### src/rtl/pipe_reg_hs.sv
// Inter-stage pipeline register with valid/ready handshake, synchronous flush
// and an optional skid entry that registers in_ready for timing isolation.
module pipe_reg_hs #(
    parameter int               WIDTH   = 32,
    parameter logic [WIDTH-1:0] RST_VAL = '0,
    parameter bit               SKID    = 1'b1
) (
    input  logic             clk,
    input  logic             rst,
    input  logic             flush,
    input  logic             in_valid,
    output logic             in_ready,
    input  logic [WIDTH-1:0] in_data,
    output logic             out_valid,
    input  logic             out_ready,
    output logic [WIDTH-1:0] out_data,
    output logic [1:0]       occ
);

    typedef enum logic [1:0] {
        S_EMPTY = 2'd0,
        S_ONE   = 2'd1,
        S_TWO   = 2'd2
    } state_t;

    state_t           state;
    state_t           state_nxt;
    logic             main_v;
    logic             skid_v;
    logic [WIDTH-1:0] main_d;
    logic [WIDTH-1:0] skid_d;
    logic             rdy_q;
    logic             rdy_nxt;
    logic             accept;
    logic             drain;
    logic             ld_main_in;
    logic             ld_main_skid;
    logic             ld_skid;

    assign main_v    = (state != S_EMPTY);
    assign skid_v    = (state == S_TWO);
    assign out_valid = main_v;
    assign out_data  = main_d;
    assign occ       = 2'(main_v) + 2'(skid_v);

    // The skid variant sources in_ready from a flop so out_ready never reaches it.
    generate
        if (SKID) begin : g_skid_ready
            assign in_ready = rdy_q & ~rst;
        end else begin : g_comb_ready
            assign in_ready = rst | ~main_v | out_ready;
        end
    endgenerate

    assign accept = in_valid & in_ready;
    assign drain  = out_valid & out_ready;

    always_comb begin
        state_nxt    = state;
        ld_main_in   = 1'b0;
        ld_main_skid = 1'b0;
        ld_skid      = 1'b0;
        case (state)
            S_EMPTY: begin
                if (accept) begin
                    state_nxt  = S_ONE;
                    ld_main_in = 1'b1;
                end
            end
            S_ONE: begin
                if (accept && drain) begin
                    ld_main_in = 1'b1;
                end else if (accept) begin
                    // Without a skid entry in_ready already implies a drain here.
                    if (SKID) begin
                        state_nxt = S_TWO;
                        ld_skid   = 1'b1;
                    end else begin
                        ld_main_in = 1'b1;
                    end
                end else if (drain) begin
                    state_nxt = S_EMPTY;
                end
            end
            S_TWO: begin
                if (drain) begin
                    state_nxt    = S_ONE;
                    ld_main_skid = 1'b1;
                end
            end
            default: begin
                state_nxt = S_EMPTY;
            end
        endcase
        rdy_nxt = (state_nxt != S_TWO);
    end

    always_ff @(posedge clk) begin
        if (rst || flush) begin
            state  <= S_EMPTY;
            rdy_q  <= 1'b1;
            main_d <= RST_VAL;
            skid_d <= RST_VAL;
        end else begin
            state <= state_nxt;
            rdy_q <= rdy_nxt;
            if (ld_main_in) begin
                main_d <= in_data;
            end else if (ld_main_skid) begin
                main_d <= skid_d;
            end
            if (ld_skid) begin
                skid_d <= in_data;
            end
        end
    end

endmodule

### config.mk
export PLATFORM = sky130hd
export DESIGN_NAME = pipe_reg_hs
export DESIGN_NICKNAME = d
export VERILOG_FILES = /design/src/rtl/pipe_reg_hs.sv
export SDC_FILE = /design/constraint.sdc
export NUM_CORES = 1
export LEC_CHECK = 0
export ABC_AREA = 1
export BUFFER_PORTS_ARGS = -buffer_cell sky130_fd_sc_hd__buf_2
export CORE_UTILIZATION = 25
export CTS_CLUSTER_DIAMETER = 150
export DETAILED_ROUTE_END_ITERATION = 8
export GPL_TIMING_DRIVEN = 0
export HOLD_SLACK_MARGIN = 0.03
export PLACE_DENSITY = 0.46
export SLEW_MARGIN = 20
export SYNTH_ARGS = -nofsm -noshare
export SYNTH_HDL_FRONTEND = slang
export SYNTH_SLANG_ARGS = --single-unit
### constraint.sdc
create_clock -name clk -period 1.65 [get_ports clk]
set_input_delay 0.33 -clock clk [delete_from_list [all_inputs] [get_ports clk]]
set_output_delay 0.33 -clock clk [all_outputs]
set_load 0.005 [all_outputs]
==> out/qor_table.md <==
| Stage | Quantity | Value |
|---|---|---|
| setup path | Nature of the critical path startpoint | flop |
| timing | Worst clock skew on the final layout | 4.209 ps |
| synthesis | Synth warnings | 0 |
| timing | Hold violation count in the final report | 0 |
| synthesis | Dominant combinational cell family by area after synthesis | simple AND/OR/NAND/NOR gates |
| synthesis | Synthesized-area fraction occupied by ao, oa, aoi and oai cells | 10.95% |
| drt | Detail Route Antenna Nets | 0 |
| setup path | R2r setup slk | 160 ps |
| synthesis | Mean instance size in the synthesized netlist | 6.766 µm² |
| placement | DP Area | 0.003591 mm² |
| setup path | Worst R2R Start | state[0] |
| global routing | Overall fraction of global-route tracks in use | 15.27% |
| finish | Antenna cell count | 0 |
| worst hold path | Worst Min Path Start | in_data[9] |
| outcome | Outcome | complete, no violations |
| clocking | Depth of the CTS H-tree | 3 |
| drt | Via Count | 3133 |
| synthesis | Cell count after synthesis | 451 |
| synthesis | Synth cell types | 17 |
| synthesis | Fraction of synthesized area in multiplexers | 0% |
| finish | Count of fill cells added during filler insertion | 1288 |
| synthesis | Proportion of synthesized chip area in sequential cells | 43.95% |
| clocking | Clock slew at reported path FFs | 60 ps |
| floorplanning | Area inside the core boundary | 0.01166 mm² |
| clocking | Clock latency on the worst-skew pair | 330 ps |
| power and ir drop | Worst IR drop on VDD | 0.4636 mV |
| global routing | Largest net degree at the start of global routing | 11 |
| drt | Drt first-iter violations | 123 |
| finish | Growth of design area from synthesis to finish | 27.59% |
| floorplanning | Area of the die | 0.01265 mm² |
| finish | Number of nets in the finished design | 571 |
| worst hold path | Number of cells on the worst hold path | 3 |
| setup path | Data arrival time of the critical path | 1220 ps |
| setup path | Endpoint type of the worst setup path | primary output |
| clocking | Count of hold buffers inserted by post-cts repair | 0 |
| finish | Non-Filler Cell Area, Final | 0.003894 mm² |
| power and ir drop | Ratio of total power to cell area | 976.5 mW/mm² |
| finish | Layout cell share with drive strength beyond 1 | 21.71% |
| power and ir drop | Total power consumption of the routed design | 3.802 mW |
| drt | Detailed-route vias per instance | 4.594 |
| floorplanning | Overall die height | 112.5 µm |
| finish | Area occupied by multi-input gates | 0.001396 mm² |
| timing | Final setup viols | 0 |
| floorplanning | Initial core utilization | 26.17% |
| synthesis | Xor and xnor area share after synthesis | 0% |
| setup path | Critical Path RT | 1320 ps |
| floorplanning | Top-Level Pins | 73 |
| floorplanning | Die X-Extent | 112.5 µm |
| global routing | Antenna violations before repair | 0 |
| placement | Final RePlAce weighted congestion | 0.7431 |
| flow run | Number of maximum-capacitance constraint violations | 0 |
| synthesis | Area share of and/or/nand/nor cells after synthesis | 34.24% |
| clocking | Clock tree from TritonCTS | yes |
| setup path | Destination of the worst register-to-register timing path | out_data[25] |
| setup path | Crit path max fanout | 10 |
| timing | Max Transition Viols Final | 0 |
| timing | Post-layout minimum cycle time | 1549 ps |
| synthesis | Syn nets | 488 |
| clocking | Clk root buf | clkbuf_16 |
| clocking | Bufs on Longest Clock Path | 2 |
| clocking | TritonCTS buffer count | 9 |
| timing | Transition at the pin with the smallest max-transition slack | 502.4 ps |
| global routing | Overflow left after global routing | 0 |
| clocking | TritonCTS sink count | 67 |
| placement | Final HPWL DP | 6552 µm |
| placement | # port buffers | 72 |
| finish | Flip-flop and latch area | 0.001343 mm² |
| timing | Max_slew headroom | 66.51% |
| finish | Leading cell type in the layout, fill and taps excluded | nand2_1 |
| finish | Most used cells in the layout excluding fill and tap cells | nand2_1, buf_2, dfxtp_1 |
| timing | Total negative slack for setup checks | 0 ps |
| drt | Routed wire length | 9163 µm |
| global routing | First-pass GRT wire length | 15090 µm |
| synthesis | Post-synthesis instance area | 0.003052 mm² |
| setup path | Cells on worst reg2reg path | 7 |
| floorplanning | # rows | 39 |
| worst hold path | Path category of the worst min-delay check | in2reg |
| synthesis | Area share of fa/ha/maj cells after synthesis | 0% |
| timing | Final period util | 93.87% |
| worst hold path | Worst hold path endpoint | skid_d[9] |
| synthesis | Flip-flop and latch count after synthesis | 67 |
| drt | Routed wirelength normalized by instance count | 13.44 µm |
| drt | Drt first pass iters | 4 |
| setup path | Classification of the worst setup path | reg2out |
| timing | Upper clock frequency limit | 645.6 MHz |
| drt | DRC | 0 |
| power and ir drop | Leak | 1.762 nW |
| global routing | Via count of the first global-routing pass | 2974 |
| timing | RSZ-0062 raised after global routing | false |
## flip-flops by register name, indices dropped and copies added, names as in the netlist
signal    flops
skid_d       32
out_data     32
state         2
rdy_q         1
## cells in the mapped netlist, drive strengths merged
cell	instances	share of area, %
nand2	167	21
dfxtp	67	44
a21oi	65	11
inv	40	4.9
nand3	35	5.9
nand4	33	6.8
buf	21	4.0
clkbuf	16	2.0
nor2	5	0.78
nor3	1	0.16
o21ai	1	0.29
## worst max-delay path, stage by stage (launching register included)
cell and delay, ps:
dfxtp_1 400, clkbuf_4 240, clkbuf_1 130, buf_2 120
## routing by layer
| layer | global-route usage (%) | routed length, µm |
|---|---|---|
| met5 | 0 | 0 |
| met4 | 5.333 | 121 |
| met3 | 3.024 | 458 |
| met2 | 25.80 | 4233 |
| met1 | 19.37 | 4350 |
## kinds of logic (layout without fill, tap and decap cells)
| group | count (synthesis) | in the layout |
|---|---|---|
| simple gates | 241 | 241 |
| compound gates | 66 | 66 |
| flops | 67 | 67 |
| buf+inv | 77 | 165 |
## power by group
group	leakage, nW	switching, mW	internal, mW
Combinational	1.08	0.228	0.129
Sequential	0.543	0.0147	1.65
Clock	0.137	0.686	1.10
Total	1.76	0.929	2.87
## area by class of cell
| cell class | count | area share, % |
|---|---|---|
| timing repair buffer | 72 | 9.255 |
| clock inverter | 2 | 0.2571 |
| buffer | 37 | 4.916 |
| inverter | 40 | 3.856 |
| clock buffer | 14 | 6.780 |
| multi-input combinational | 307 | 35.86 |
| tap | 143 | 4.595 |
| sequential | 67 | 34.48 |
## metrics by stage
step | util [%] | hold slack [ps] | setup WS [ps] | instances
detailed placement | 30.79 | 452.0 | -117.6 | 666
finish | 33.39 | 289.8 | 101.2 | 682
global placement | 30.79 | 449.1 | -99.72 | 666
CTS | 33.14 | 277.6 | 18.26 | 682
floorplan | - | 440.1 | 367.7 | 451
global route | 33.39 | 299.7 | 31.42 | 682
## worst max-delay path by stage
| stage | start | to | cells after the start | slack, ps |
|---|---|---|---|---|
| finish | state[0] | occ[0] | 3 | 100 |
| global route | state[0] | out_data[30] | 7 | 30 |
| CTS | rdy_q | out_data[31] | 7 | 20 |
| global placement | rst | out_data[31] | 9 | -100 |
| floorplan | rst | out_data[16] | 8 | 370 |
| detailed placement | rst | out_data[11] | 8 | -120 |
## repair_timing
item	CTS	global route
endpoints found under the hold margin	0	0
resized for setup	0	13
setup endpoints to repair	0	46
buffers inserted	0	0
(Power assumes the default switching activity.)
